--- src/rtl/ifetch_pkg.sv ---
// ifetch_pkg: shared types and constants for the instruction fetch stage.
//   fetch_state_e : fetch FSM state encoding (IDLE, WAIT, HOLD, DROP)
//   NOP_INSTR     : bubble instruction, addi x0,x0,0
package ifetch_pkg;

    typedef enum logic [1:0] {
        IDLE = 2'd0,  // no request outstanding
        WAIT = 2'd1,  // one request outstanding
        HOLD = 2'd2,  // response parked in skid buffer, decode stalled
        DROP = 2'd3   // waiting for a squashed response
    } fetch_state_e;

    localparam logic [31:0] NOP_INSTR = 32'h0000_0013;

endpackage : ifetch_pkg

--- src/rtl/ifetch_skid.sv ---
// ifetch_skid: one-entry {pc, instr} holding register for a fetched
// instruction that decode cannot accept yet.
//   clk, rst_n : clock, asynchronous active-low reset
//   load       : capture pc_in/instr_in and mark the entry full
//   clear      : empty the entry (wins over load)
//   pc_in      : PC of the instruction being captured
//   instr_in   : instruction being captured
//   full       : entry holds a valid instruction
//   pc_out     : buffered PC
//   instr_out  : buffered instruction
import ifetch_pkg::*;

module ifetch_skid #(
    parameter int unsigned            PC_width    = 32,
    parameter int unsigned            INSTR_width = 32,
    parameter logic [INSTR_width-1:0] NOP         = NOP_INSTR
) (
    input  logic                   clk,
    input  logic                   rst_n,
    input  logic                   load,
    input  logic                   clear,
    input  logic [PC_width-1:0]    pc_in,
    input  logic [INSTR_width-1:0] instr_in,
    output logic                   full,
    output logic [PC_width-1:0]    pc_out,
    output logic [INSTR_width-1:0] instr_out
);

    logic                   full_q,  full_d;
    logic [PC_width-1:0]    pc_q,    pc_d;
    logic [INSTR_width-1:0] instr_q, instr_d;

    always_comb begin
        full_d  = full_q;
        pc_d    = pc_q;
        instr_d = instr_q;
        if (clear) begin
            full_d  = 1'b0;
            pc_d    = '0;
            instr_d = NOP;
        end else if (load) begin
            full_d  = 1'b1;
            pc_d    = pc_in;
            instr_d = instr_in;
        end
    end

    always_ff @(posedge clk or negedge rst_n) begin
        if (!rst_n) begin
            full_q  <= 1'b0;
            pc_q    <= '0;
            instr_q <= NOP;
        end else begin
            full_q  <= full_d;
            pc_q    <= pc_d;
            instr_q <= instr_d;
        end
    end

    assign full      = full_q;
    assign pc_out    = pc_q;
    assign instr_out = instr_q;

endmodule : ifetch_skid

--- src/rtl/ifetch_stage.sv ---
// ifetch_stage: instruction fetch stage between the PC and the IF/ID register.
// Issues one memory request at a time, parks a response in a skid buffer
// while decode is stalled, and squashes in-flight responses on a flush.
//   clk, rst_n      : clock, asynchronous active-low reset
//   pc_in           : current PC
//   pc_write        : PC load enable (retire or flush)
//   imem_req_valid  : fetch request valid
//   imem_req_addr   : fetch address (pc_in)
//   imem_req_ready  : memory accepts the request
//   imem_rsp_valid  : response valid (single-cycle pulse)
//   imem_rsp_data   : fetched instruction
//   id_stall        : decode cannot accept a new instruction
//   flush           : taken branch/jump in EX, pc_in already shows target
//   id_valid/id_pc/id_instr : registered IF/ID contents
import ifetch_pkg::*;

module ifetch_stage #(
    parameter int unsigned            PC_width    = 32,
    parameter int unsigned            INSTR_width = 32,
    parameter logic [INSTR_width-1:0] NOP         = NOP_INSTR
) (
    input  logic                   clk,
    input  logic                   rst_n,
    input  logic [PC_width-1:0]    pc_in,
    output logic                   pc_write,
    output logic                   imem_req_valid,
    output logic [PC_width-1:0]    imem_req_addr,
    input  logic                   imem_req_ready,
    input  logic                   imem_rsp_valid,
    input  logic [INSTR_width-1:0] imem_rsp_data,
    input  logic                   id_stall,
    input  logic                   flush,
    output logic                   id_valid,
    output logic [PC_width-1:0]    id_pc,
    output logic [INSTR_width-1:0] id_instr
);

    fetch_state_e state_q, state_d;

    logic [PC_width-1:0]    req_pc_q,   req_pc_d;
    logic                   id_valid_q, id_valid_d;
    logic [PC_width-1:0]    id_pc_q,    id_pc_d;
    logic [INSTR_width-1:0] id_instr_q, id_instr_d;

    logic                   skid_load;
    logic                   skid_clear;
    logic                   skid_full;
    logic [PC_width-1:0]    skid_pc;
    logic [INSTR_width-1:0] skid_instr;

    logic                   req_valid;
    logic                   retire;
    logic [PC_width-1:0]    retire_pc;
    logic [INSTR_width-1:0] retire_instr;

    ifetch_skid #(
        .PC_width    (PC_width),
        .INSTR_width (INSTR_width),
        .NOP         (NOP)
    ) u_skid (
        .clk       (clk),
        .rst_n     (rst_n),
        .load      (skid_load),
        .clear     (skid_clear),
        .pc_in     (req_pc_q),
        .instr_in  (imem_rsp_data),
        .full      (skid_full),
        .pc_out    (skid_pc),
        .instr_out (skid_instr)
    );

    // Next-state, retirement and skid control; flush overrides everything.
    always_comb begin
        state_d      = state_q;
        req_pc_d     = req_pc_q;
        req_valid    = 1'b0;
        retire       = 1'b0;
        retire_pc    = req_pc_q;
        retire_instr = imem_rsp_data;
        skid_load    = 1'b0;
        skid_clear   = 1'b0;

        unique case (state_q)
            IDLE: begin
                req_valid = ~flush;
                if (req_valid && imem_req_ready) begin
                    state_d  = WAIT;
                    req_pc_d = pc_in;
                end
            end
            WAIT: begin
                if (flush) begin
                    state_d = imem_rsp_valid ? IDLE : DROP;
                end else if (imem_rsp_valid) begin
                    if (id_stall) begin
                        state_d   = HOLD;
                        skid_load = 1'b1;
                    end else begin
                        state_d = IDLE;
                        retire  = 1'b1;
                    end
                end
            end
            HOLD: begin
                retire_pc    = skid_pc;
                retire_instr = skid_instr;
                if (flush) begin
                    state_d    = IDLE;
                    skid_clear = 1'b1;
                end else if (!id_stall) begin
                    state_d    = IDLE;
                    retire     = skid_full;
                    skid_clear = 1'b1;
                end
            end
            DROP: begin
                if (imem_rsp_valid) begin
                    state_d = IDLE;
                end
            end
            default: state_d = IDLE;
        endcase
    end

    // IF/ID register: flush > stall-hold > retire > bubble.
    always_comb begin
        id_valid_d = 1'b0;
        id_pc_d    = '0;
        id_instr_d = NOP;
        if (flush) begin
            id_valid_d = 1'b0;
        end else if (id_stall) begin
            id_valid_d = id_valid_q;
            id_pc_d    = id_pc_q;
            id_instr_d = id_instr_q;
        end else if (retire) begin
            id_valid_d = 1'b1;
            id_pc_d    = retire_pc;
            id_instr_d = retire_instr;
        end
    end

    always_ff @(posedge clk or negedge rst_n) begin
        if (!rst_n) begin
            state_q    <= IDLE;
            req_pc_q   <= '0;
            id_valid_q <= 1'b0;
            id_pc_q    <= '0;
            id_instr_q <= NOP;
        end else begin
            state_q    <= state_d;
            req_pc_q   <= req_pc_d;
            id_valid_q <= id_valid_d;
            id_pc_q    <= id_pc_d;
            id_instr_q <= id_instr_d;
        end
    end

    // Combinational outputs are gated by rst_n so they drop during reset
    // without waiting for a clock edge.
    assign imem_req_valid = rst_n & req_valid;
    assign imem_req_addr  = pc_in;
    assign pc_write       = rst_n & (retire | flush);

    assign id_valid = id_valid_q;
    assign id_pc    = id_pc_q;
    assign id_instr = id_instr_q;

endmodule : ifetch_stage
--- config.mk ---
export PLATFORM = sky130hd
export DESIGN_NAME = ifetch_stage
export DESIGN_NICKNAME = d
export VERILOG_FILES = /design/src/rtl/ifetch_pkg.sv /design/src/rtl/ifetch_skid.sv /design/src/rtl/ifetch_stage.sv
export SDC_FILE = /design/constraint.sdc
export NUM_CORES = 1
export LEC_CHECK = 0
export BUFFER_PORTS_ARGS = -buffer_cell sky130_fd_sc_hd__buf_2
export CAP_MARGIN = 10
export CORE_MARGIN = 10
export CORE_UTILIZATION = 40
export CTS_BUF_LIST = sky130_fd_sc_hd__clkbuf_4 sky130_fd_sc_hd__clkbuf_8 sky130_fd_sc_hd__clkbuf_16
export DETAILED_ROUTE_END_ITERATION = 16
export GPL_ROUTABILITY_DRIVEN = 0
export PLACE_DENSITY_LB_ADDON = 0.1
export REMOVE_ABC_BUFFERS = 1
export SETUP_SLACK_MARGIN = 0.2
export SKIP_CTS_REPAIR_TIMING = 1
export SYNTH_ARGS = -nofsm -noshare
export SYNTH_HDL_FRONTEND = slang
export SYNTH_SLANG_ARGS = --single-unit
export TNS_END_PERCENT = 1
--- constraint.sdc ---
create_clock -name clk -period 2.3 [get_ports clk]
set_input_delay 0.46 -clock clk [delete_from_list [all_inputs] [get_ports clk]]
set_output_delay 0.46 -clock clk [all_outputs]
set_load 0.02 [all_outputs]
======== Yosys cells after proc, flatten, opt, wreduce, memory -nomap -nowiden ========
Cells that the tools add are included.
word-level totals
  flip-flop bits (word level) ............. 164
  bits of input ports ..................... 70
  output and inout port bits .............. 99
  logic and storage cells ................. 64
cells by class
  eq/ne operators ......................... 8
  muxes and demuxes ....................... 39
  bitwise gates (word level) .............. 4
  reductions and logical operators ........ 5
operator list
  kind                number
  $mux 32             12
  $mux 1              17
  $mux 2              8
  $pmux 2 s4          1
  $ne 3x3->1 const B  2
  $eq 2x2->1 const B  2
  $ne 2x2->1 const B  2
  $reduce_and 4->1    1
  $and 1x1->1         2
  $eq 2x1->1 const B  1
  $logic_not 2->1     1
  $ne 2x1->1 const B  1
  $pmux 1 s2          1
  $reduce_and 2->1    1
  $reduce_bool 2->1   1
  $logic_and 1x1->1   1
  $not 1->1           1
  $or 1x1->1          1

======== Logic depth before layout (Yosys ltp) ========
Gate-level depths: netlist (run 1).
  depth in word-level cells ............... 7
  gate-level depth with buffers ........... 8

======== Cells and area by module ========
From an unflattened synthesis (run 1), not the netlist that was laid out.
unflattened totals
  cell total of the unflattened synthesis .. 616
  area total of the unflattened synthesis .. 7551.0 sq um
modules (own cells, without submodules)
  module        times used  cells each  area each (sq um)  seq. area each (sq um)
  ifetch_stage  1           406         4862.2             2481.1
  ifetch_skid   1           210         2688.8             1630.3

======== Least setup slack after synthesis (run 1) ========
No wires, ideal clock.
  kind .................................... reg-to-output
  start ................................... reg state_q[0]
  end ..................................... out pc_write
  arrival time ............................ 1679 ps
  data required time ...................... 1840 ps
  slack ................................... 161 ps
  stages on the path, launching flop included .. 8
  cell sequence ........................... dfrtp_1 -> inv_1 -> ha_1 -> buf_2 -> a22o_1 -> nand3_1 -> buf_2 -> a21boi_0
between the ends
  word-level cells in the longest chain between the ends .. 4
  elaborated cells between the ends (all ways) .. 5
  those cells by class .................... eq/ne (2); mux (1); bitwise (2)
RTL lines
  item                                      RTL line             RTL
  from (decl)                               ifetch_stage.sv:38   fetch_state_e state_q, state_d;
  from (signal assigned)                    ifetch_stage.sv:151  state_q <= state_d;
  $eq 2x2->1 or $eq 2x1->1 (tied branches)  ifetch_stage.sv:83   unique case (state_q)
  $pmux 1 s2 (*)                            ifetch_stage.sv:83
  $or 1x1->1 (*)                            ifetch_stage.sv:163  assign pc_write = rst_n & (retire | flush);
  $and 1x1->1 (*)                           ifetch_stage.sv:163
  to (decl)                                 ifetch_stage.sv:25   output logic pc_write,
Mark *: on every way between the ends. The rest lies on a longest branch, timed or not.

======== Worst setup path in the final report (run 1) ========
  start ................................... reg state_q[1]
  end ..................................... out pc_write
Same word-level chain as after synthesis.

==> results of run 1 <==
## stage by stage
step                instances  TNS, ns  hold slack [ns]  setup slack [ns]  total power [mW]
finish                    923        0            0.278             0.213              9.58
detailed placement        886        0            0.297             0.214              6.56
floorplan                 483  -311.88            0.164             -2.97              5.74
global placement          886        0            0.293             0.318              6.45
CTS                       918  -0.0554           -0.161           -0.0554              9.62
global route              923        0            0.265             0.130              10.1
## layout by cell type, fill, tap and decap left out, drive strengths merged
cell type / Yosys / final
a21boi: 1 / 1
a21oi: 3 / 3
a22o: 62 / 62
a22oi: 1 / 1
and3: 2 / 2
buf: 59 / 182
bufinv: 0 / 4
clkbuf: 11 / 20
clkinv: 0 / 3
clkinvlp: 0 / 5
dfrtp: 158 / 158
dfstp: 6 / 6
dlygate4sd3: 0 / 1
ha: 5 / 5
inv: 3 / 3
mux2: 35 / 35
mux2i: 63 / 63
nand2: 65 / 65
nand2b: 2 / 2
nand3: 3 / 3
nor2: 2 / 2
nor2b: 2 / 2
o21a: 1 / 1
o21ai: 63 / 63
o22a: 6 / 6
## critical path: cells and delay by family (launching register included)
kind,cells,cell delay (ns)
DFF,1,0.40
AOI/OAI and AO/OA,2,0.30
buffers and inverters,2,0.25
adders and majority gates,1,0.17
and+or+nand+nor,1,0.09
## metal layers
layer / vias to the layer above / share of wire, % / global-route usage [%]
li1: 2199 / - / -
met1: 2392 / 46 / 20.1
met2: 147 / 46 / 24.4
met3: 14 / 6.9 / 4.31
met4: 0 / 0.98 / 4.72
met5: - / 0 / 0
## synth_stat cells (all sizes together)
cell type,n,share of area (%)
nor2b,2,0.18
a21boi,1,0.11
nand2b,2,0.18
dfstp,6,2.3
inv,3,0.16
nand2,65,3.5
clkbuf,11,0.65
and3,2,0.18
nor2,2,0.11
dfrtp,158,57
o21ai,63,4.5
a22oi,1,0.11
a22o,62,7.8
o22a,6,0.76
nand3,3,0.22
mux2,35,5.7
o21a,1,0.11
a21oi,3,0.38
buf,59,6.1
ha,5,0.90
mux2i,63,9.1
## logic make-up (layout without fill, tap and decap cells)
group | after synthesis | in the layout
adders and majority gates | 5 | 5
DFF | 164 | 164
AOI/OAI and AO/OA | 137 | 137
muxes | 98 | 98
and+or+nand+nor | 76 | 76
buffers and inverters | 73 | 218
## final cells by class
cell class                      count  area share (%)
Clock inverter                     12            2.13
Sequential cell                   164            48.6
Multi-Input combinational cell    316            28.4
Inverter                            3           0.163
Timing Repair Buffer              183            12.0
Clock buffer                       20            5.37
Tap cell                          225            3.33
## power by group
group          internal [mW]  switching, mW  total (mW)  leakage, nW
Sequential              3.78          0.549        4.33         2.13
Clock                   1.87           1.15        3.02        0.295
Combinational           1.14           1.08        2.23         1.66
## state kept, by name, summed over array words and instances (netlist names)
name              cells
id_instr             32
id_pc                32
id_valid              1
req_pc_q             32
state_q               2
u_skid.full           1
u_skid.instr_out     32
u_skid.pc_out        32
## how the worst max path moves through the flow
stage,start,end,slack [ns],cells after the start
floorplan,state_q[0],pc_write,-2.97,5
global placement,state_q[1],id_instr[13],0.32,6
detailed placement,state_q[1],id_instr[28],0.21,6
CTS,state_q[1],pc_write,-0.06,6
global route,state_q[1],pc_write,0.13,6
finish,state_q[1],pc_write,0.21,6
==> results by group, run 1 <==
Outcome
  • Outcome: finished, final reports clean

Clock tree
  • Worst-path clk slew: 0.06 ns
  • Clock Tree Buf Depth: 2
  • CTS tree: built
  • Clk root buf: clkbuf_16
  • # clock sinks: 164
  • Clock latency on the worst-skew pair: 0.42 ns
  • Htree depth: 4
  • Number of buffers created by CTS: 17

Critical path
  • WS Path Type: reg2out
  • CP max stage cell: dfrtp_1
  • Crit path required time: 1.84 ns
  • Critical Path AT: 1.63 ns
  • Worst Setup End Kind: output port
  • Worst reg2reg startpoint: state_q[1]
  • Critical-path cell list: inv_2 -> ha_4 -> a22o_1 -> nand3_2 -> a21boi_2 -> buf_6
  • Crit path max fanout: 5
  • FF-to-FF End: u_skid.instr_out[6]
  • Worst stage delay on the critical path: 0.40 ns
  • R2r setup slk: 0.22 ns
  • Startpoint Class: flip-flop
  • Register-to-Register Path Depth: 7

Route
  • Residual DRC count: 0
  • Routed Antenna Nets: 0
  • Total number of vias: 4752
  • Length of the first detailed-routing pass in iterations: 4
  • Routed len/inst: 18.9 um
  • Final wirelength: 17400 um
  • DRT iter0 DRCs: 259
  • Vias per inst: 5.15

Synth
  • Total number of yosys warnings: 0
  • Post-synthesis xor/xnor area fraction: 0%
  • Synth Cell Area: 0.00694 mm^2
  • Multiplexer share of the synthesized area: 14.8%
  • Mapped Avg Cell Area: 12.6 um^2
  • Synth Register Bits: 164
  • Post-synthesis compound-gate area fraction: 13.8%
  • Adder-Cell Fraction of Synth Area: 0.901%
  • Sequential fraction of the synthesis area: 59.2%
  • Post-Synthesis Cells: 553
  • Largest family of logic cells by synthesized area: multiplexers
  • Simple-gate share of the synthesized area: 4.38%
  • Yosys cell types: 25

Finish
  • Fin util: 49.2%
  • N_diodes: 0
  • Multi-input logic area: 0.00240 mm^2
  • Fillers: 1604
  • Post-route cell area: 0.00846 mm^2
  • Fraction of final layout cells sized beyond drive strength 1: 38.1%
  • Storage element area: 0.00411 mm^2
  • Fin nets: 760
  • Area growth syn-to-layout: 21.8%

STA
  • Measured slew at the worst slew-check pin: 0.826 ns
  • Achievable Freq: 0.479 GHz
  • Final setup vio count: 0
  • Final period util: 90.8%
  • Minimum clock period: 2.09 ns
  • Skew final: 0.00645 ns
  • Count of final hold-check violations: 0
  • Max-slew violations: 0
  • Slew HR: 45.0%
  • RSZ-0062 raised after global routing: true

Hold path
  • Hold Crit Depth: 2
  • Hold_sp: pc_in[5]
  • Worst hold endpoint: req_pc_q[5]
  • HP Class: in2reg

Floorplan
  • Initial Utilization: 40.4%
  • Die width: 152 um
  • Die height: 152 um
  • Row cnt: 48
  • Full die area: 0.0230 mm^2
  • Core ar.: 0.0172 mm^2
  • Ports: 169

Placement
  • Dpl cell area: 0.00776 mm^2
  • Post-detail-place hpwl: 10800 um
  • IO buf count: 168

Global route
  • Vias in the first global route: 5120
  • First-pass GRT wire length: 27700 um
  • Initial antenna violation count: 0
  • Largest net degree at the start of global routing: 155
  • All-Layer GR Usage: 15.4%
  • Grt ovf: 0

Power and ir drop
  • Cell area power density: 1130 mW/mm^2
  • VDD IR max: 0.000524 V
  • Leakage: 4.08 nW

Run
  • Max_cap viols: 0
(Power assumes the default switching activity.)
==> run 2: changes to the inputs <==
--- a/config.mk
+++ b/config.mk
@@ -13,6 +13,7 @@
 export DETAILED_ROUTE_END_ITERATION = 16
 export GPL_ROUTABILITY_DRIVEN = 0
 export PLACE_DENSITY_LB_ADDON = 0.1
+export RECOVER_POWER = 50
 export REMOVE_ABC_BUFFERS = 1
 export SETUP_SLACK_MARGIN = 0.2
 export SKIP_CTS_REPAIR_TIMING = 1
==> run 2 against run 1 <==
Clock power is essentially flat. Design area down 1.6%. Combinational power decreased by 2%. Sequential cell count unchanged. Sequential share of layout area is 0.75 points higher. Non-clock buffer count did not move. First-iteration DRC count rose by 10%. Cell count unchanged. Die area is the same.
==> results by group, run 2 (synthesis gave the netlist of run 1 again) <==
Finish
  • Most common cell after layout, fill and taps aside: dfrtp_1
  • Area growth syn-to-layout: 19.9%
  • Final std cells w/o fill: 923 (unchanged)
  • N_diodes: 0 (unchanged)
  • Commonest cells after routing, fill and taps aside: dfrtp_1, clkbuf_1, buf_2
  • Fin nets: 760 (unchanged)
  • Post-route cell area: 0.00833 mm^2 (-1.6%)
  • Fraction of final layout cells sized beyond drive strength 1: 23.8% (-14 points)

Critical path
  • CP delay by family, top: flip-flops
  • Setup crit start: state_q[1]
  • Crit path max fanout: 5 (unchanged)
  • Worst stage delay on the critical path: 0.40 ns (about the same)
  • FF-to-FF End: u_skid.instr_out[6]
  • CP Depth: 6 (unchanged)
  • Critical-path cell list: inv_2 -> ha_4 -> a22o_1 -> nand3_2 -> a21boi_2 -> buf_6
  • Startpoint Class: flip-flop
  • R2r setup slk: 0.23 ns (about the same)
  • Register-to-Register Path Depth: 7 (unchanged)
  • CP max stage cell: dfrtp_1
  • WP buf/inv: 2 (unchanged)
  • Worst Setup End Kind: output port
  • Worst setup endpoint: pc_write
  • Worst reg2reg startpoint: state_q[1]
  • Crit path required time: 1.84 ns (about the same)
  • WS Path Type: reg2out
  • Critical Path AT: 1.63 ns (about the same)

Route
  • Routed Antenna Nets: 0 (unchanged)
  • Routed len/inst: 18.9 um (-0.15%)
  • WL met1: 8080 um (+1.3%)
  • Residual DRC count: 0 (unchanged)
  • Final wirelength: 17400 um (-0.15%)
  • DRT iter0 DRCs: 286 (+10%)
  • Total number of vias: 4779 (+0.57%)
  • Length of the first detailed-routing pass in iterations: 4 (unchanged)
  • Met2 WL post-DR: 8040 um (-0.41%)
  • Routed wl met3: 1090 um (-9.7%)
  • Top Layer Used: met4
  • Vias per inst: 5.18 (+0.57%)

Outcome
  • Outcome: finished, final reports clean

Placement
  • IO buf count: 168 (unchanged)
  • Placed Cells: 886 (unchanged)
  • Dpl cell area: 0.00776 mm^2 (unchanged)
  • Setup WS pre-CTS: 0.214 ns (unchanged)
  • Post-detail-place hpwl: 10800 um (unchanged)

STA
  • Worst setup margin: 0.213 ns (-0.00000400 ns)
  • Minimum clock period: 2.09 ns (+0.00000400 ns)
  • Max-slew violations: 0 (unchanged)
  • Final period util: 90.8% (about the same)
  • Slew HR: 45.2% (+0.24 points)
  • Final setup vio count: 0 (unchanged)
  • Count of final hold-check violations: 0 (unchanged)
  • Achievable Freq: 0.479 GHz (about the same)
  • RSZ-0062 raised after global routing: true
  • Skew final: 0.00670 ns (+0.000251 ns)
  • Setup_tns: 0 ns (unchanged)
  • Measured slew at the worst slew-check pin: 0.822 ns (-0.00361 ns)

Clock tree
  • Worst-path clk slew: 0.06 ns (about the same)
  • Clk root buf: clkbuf_16
  • CTS tree: built
  • # clock sinks: 164 (unchanged)
  • Clock Tree Buf Depth: 2 (unchanged)
  • Number of buffers created by CTS: 17 (unchanged)
  • Htree depth: 4 (unchanged)
  • Clock latency on the worst-skew pair: 0.42 ns (about the same)

Floorplan
  • Core ar.: 0.0172 mm^2 (unchanged)
  • Full die area: 0.0230 mm^2 (unchanged)
  • Initial Utilization: 40.4% (unchanged)
  • Ports: 169 (unchanged)
  • Die height: 152 um (unchanged)
  • Row cnt: 48 (unchanged)
  • Die width: 152 um (unchanged)

Power and ir drop
  • Leakage: 3.72 nW (-8.9%)
  • VDD IR max: 0.000526 V (+0.27%)
  • Cell area power density: 1150 mW/mm^2 (+1.1%)
  • Total Power: 9.54 mW (-0.45%)

Global route
  • First-pass GRT wire length: 27700 um (unchanged)
  • Vias in the first global route: 5120 (unchanged)
  • All-Layer GR Usage: 15.4% (unchanged)
  • Largest net degree at the start of global routing: 155 (unchanged)
  • Grt ovf: 0 (unchanged)
  • Initial antenna violation count: 0 (unchanged)

Hold path
  • HP Class: in2reg

Run
  • Max_cap viols: 0 (unchanged)
[run 2: cell types whose count changed in the layout (fill, tap and decap cells not counted)]
cell      change
buf_2        -97
buf_4         -1
clkbuf_1     +98
dfrtp_1       +1
dfrtp_2       -1
nand3_1       +1
nand3_2       -1
[run 2: through the flow]
stage	hold slack (ns)	utilization, %
2_1_floorplan	0.164	-
3_3_place_gp	0.293	45.2
3_5_place_dp	0.297	45.2
4_1_cts	-0.161	48.9
5_1_grt	0.265	48.5
6_report	0.280	48.5
[run 2: worst register-to-register path: stages, from the launching register on]
cell     delay (ns)
dfrtp_1        0.40
buf_4          0.15
ha_4           0.16
buf_4          0.14
buf_12         0.22
a21oi_4        0.39
buf_12         0.33
a22o_1         0.22
[run 2: area by class of cell]
class / count / area (um^2)
Sequential cell: 164 / 4110
Multi-Input combinational cell: 316 / 2390
Tap cell: 225 / 282
Timing Repair Buffer: 183 / 893
Inverter: 3 / 13.8
Fill cell: 1645 / 8850
Clock buffer: 20 / 454
Clock inverter: 12 / 180
[run 2: metal layers]
layer	vias to the layer above	track usage [%]
met2	143	24.4
met5	-	0
li1	2198	-
met3	16	4.31
met1	2422	20.1
met4	0	4.72
[run 2: worst min path at each step]
| stage | endpoint | depth (start not counted) | slack (ns) | start |
|---|---|---|---|---|
| 2_1_floorplan | id_instr[10] | 0 | 0.16 | rst_n |
| 6_report | req_pc_q[5] | 2 | 0.28 | pc_in[5] |
| 5_1_grt | u_skid.instr_out[20] | 2 | 0.27 | imem_rsp_data[20] |
| 4_1_cts | state_q[0] | 1 | -0.16 | rst_n |
| 3_5_place_dp | state_q[1] | 1 | 0.30 | rst_n |
| 3_3_place_gp | state_q[0] | 1 | 0.29 | rst_n |
[run 2: power breakdown]
part	total (mW)	leakage [nW]	internal, mW	switching [mW]
Clock	3.03	0.295	1.87	1.16
Combinational	2.18	1.29	1.10	1.08
Sequential	4.33	2.13	3.78	0.553
Total	9.54	3.72	6.75	2.79
==> run 3: changes to the inputs <==
--- a/config.mk
+++ b/config.mk
@@ -12,7 +12,7 @@
 export CTS_BUF_LIST = sky130_fd_sc_hd__clkbuf_4 sky130_fd_sc_hd__clkbuf_8 sky130_fd_sc_hd__clkbuf_16
 export DETAILED_ROUTE_END_ITERATION = 16
 export GPL_ROUTABILITY_DRIVEN = 0
-export PLACE_DENSITY_LB_ADDON = 0.1
+export PLACE_DENSITY = 0.6
 export RECOVER_POWER = 50
 export REMOVE_ABC_BUFFERS = 1
 export SETUP_SLACK_MARGIN = 0.2
==> run 3 against run 2 <==
First-iteration DRC count is 42% lower. Clock skew barely moved. Sequential share of layout area rose by 0.28 points. Sequential power hardly changed. Global-route usage is 0.50 points lower. Clock power is 4% lower. Combinational power about the same. Die area unchanged.
==> results by group, run 3 (synthesis gave the netlist of run 1 again) <==
Power and ir drop
  • VDD IR max: 0.000503 V (-4.3%)
  • Total Power: 9.43 mW (-1.1%)
  • Leakage: 3.73 nW (+0.18%)
  • Cell area power density: 1140 mW/mm^2 (-0.57%)

Placement
  • Setup WS pre-CTS: 0.381 ns (+0.167 ns)
  • Dpl cell area: 0.00778 mm^2 (+0.26%)
  • Post-detail-place hpwl: 11000 um (+1.5%)
  • IO buf count: 168 (unchanged)

Global route
  • Largest net degree at the start of global routing: 157 (+1.3%)
  • Vias in the first global route: 5063 (-1.1%)
  • All-Layer GR Usage: 14.9% (-0.50 points)
  • First-pass GRT wire length: 27100 um (-2.0%)
  • Initial antenna violation count: 0 (unchanged)
  • Grt ovf: 0 (unchanged)

STA
  • Worst setup margin: 0.167 ns (-0.0461 ns)
  • Slew HR: 39.8% (-5.4 points)
  • Setup_tns: 0 ns (unchanged)
  • Measured slew at the worst slew-check pin: 0.904 ns (+0.0816 ns)
  • Final period util: 92.8% (+2.0 points)
  • Worst hold slack: 0.281 ns (+0.000820 ns)
  • Count of final hold-check violations: 0 (unchanged)
  • Achievable Freq: 0.469 GHz (-2.2%)
  • Max-slew violations: 0 (unchanged)
  • RSZ-0062 raised after global routing: true
  • Minimum clock period: 2.13 ns (+0.0461 ns)
  • Final setup vio count: 0 (unchanged)
  • Skew final: 0.00671 ns (+0.00000769 ns)

Critical path
  • Critical Path AT: 1.67 ns (+0.04 ns)
  • Worst stage delay on the critical path: 0.40 ns (about the same)
  • Crit path max fanout: 3 (-2)
  • Startpoint Class: flip-flop
  • WS Path Type: reg2out
  • Crit path required time: 1.84 ns (about the same)
  • CP max stage cell: dfrtp_1
  • WP buf/inv: 2 (unchanged)
  • CP Depth: 6 (unchanged)
  • Register-to-Register Path Depth: 6 (-1)
  • Most frequent CP cell: buf_4
  • Worst Setup End Kind: output port
  • Critical-path cell list: buf_4 -> ha_1 -> a22o_1 -> nand3_2 -> a21boi_1 -> buf_4
  • CP delay by family, top: flip-flops

Route
  • Residual DRC count: 0 (unchanged)
  • Routed len/inst: 18.4 um (-2.4%)
  • Total number of vias: 4712 (-1.4%)
  • Final wirelength: 17000 um (-2.2%)
  • Vias per inst: 5.09 (-1.6%)
  • Routed Antenna Nets: 0 (unchanged)
  • DRT iter0 DRCs: 165 (-42%)
  • Length of the first detailed-routing pass in iterations: 4 (unchanged)

Clock tree
  • Number of buffers created by CTS: 17 (unchanged)
  • Htree depth: 4 (unchanged)
  • Clk root buf: clkbuf_16
  • # clock sinks: 164 (unchanged)
  • Clock Tree Buf Depth: 2 (unchanged)
  • Clock latency on the worst-skew pair: 0.42 ns (about the same)
  • CTS tree: built
  • Worst-path clk slew: 0.06 ns (about the same)

Finish
  • Multi-input logic area: 0.00238 mm^2 (-0.52%)
  • Fin nets: 762 (+0.26%)
  • Storage element area: 0.00411 mm^2 (unchanged)
  • N_diodes: 0 (unchanged)
  • Commonest cells after routing, fill and taps aside: dfrtp_1, clkbuf_1, buf_2
  • Fraction of final layout cells sized beyond drive strength 1: 23.9% (+0.075 points)
  • Area growth syn-to-layout: 19.3%
  • Post-route cell area: 0.00828 mm^2 (-0.56%)
  • Most common cell after layout, fill and taps aside: dfrtp_1
  • Fillers: 1651 (+0.36%)

Floorplan
  • Initial Utilization: 40.4% (unchanged)
  • Ports: 169 (unchanged)
  • Row cnt: 48 (unchanged)
  • Die width: 152 um (unchanged)
  • Core ar.: 0.0172 mm^2 (unchanged)
  • Die height: 152 um (unchanged)
  • Full die area: 0.0230 mm^2 (unchanged)

Hold path
  • Hold Crit Depth: 2 (unchanged)
  • HP Class: in2reg

Run
  • Max_cap viols: 0 (unchanged)

Outcome
  • Outcome: finished, final reports clean
[run 3: worst reg2reg max path: cells and delay by family, from the launching register on]
kind,cells,cell delay (ns)
DFF,1,0.40
adders and majority gates,1,0.16
AOI/OAI and AO/OA,1,0.30
and+or+nand+nor,1,0.24
buffers and inverters,3,0.95
[run 3: worst paths after layout]
| path | from | to | slack [ns] |
|---|---|---|---|
| worst max-delay path | state_q[1] | pc_write | 0.17 |
| worst min-delay path | imem_rsp_data[28] | u_skid.instr_out[28] | 0.28 |
| worst max register to register | state_q[1] | u_skid.instr_out[7] | 0.19 |
| worst min register to register | id_valid | id_valid | 0.48 |
| max in group asynchronous | rst_n | id_pc[12] | 0.72 |
| min in group asynchronous | rst_n | id_instr[9] | 0.49 |
[run 3: layer usage]
metal  part of all wire (%)  GRT usage (%)
met1                     46           19.1
met2                     47           23.9
met3                    6.4           5.20
met4                   0.63           3.19
met5                      0              0
[run 3: final cells by class]
class	instances	share of cell area (%)
sequential	164	49.6
multi-input combinational	316	28.8
timing repair buffer	185	10.7
clock buffer	17	5.14
tap	225	3.40
clock inverter	15	2.18
inverter	3	0.166
[run 3: metrics by stage]
stage	cells	utilization, %
floorplan	483	-
global placement	887	45.3
detailed placement	887	45.3
CTS	919	48.8
global route	925	48.2
finish	925	48.2
[run 3: report_power, final]
group          internal [mW]  switching, mW
sequential              3.78          0.569
clock                   1.72           1.18
combinational           1.10           1.07
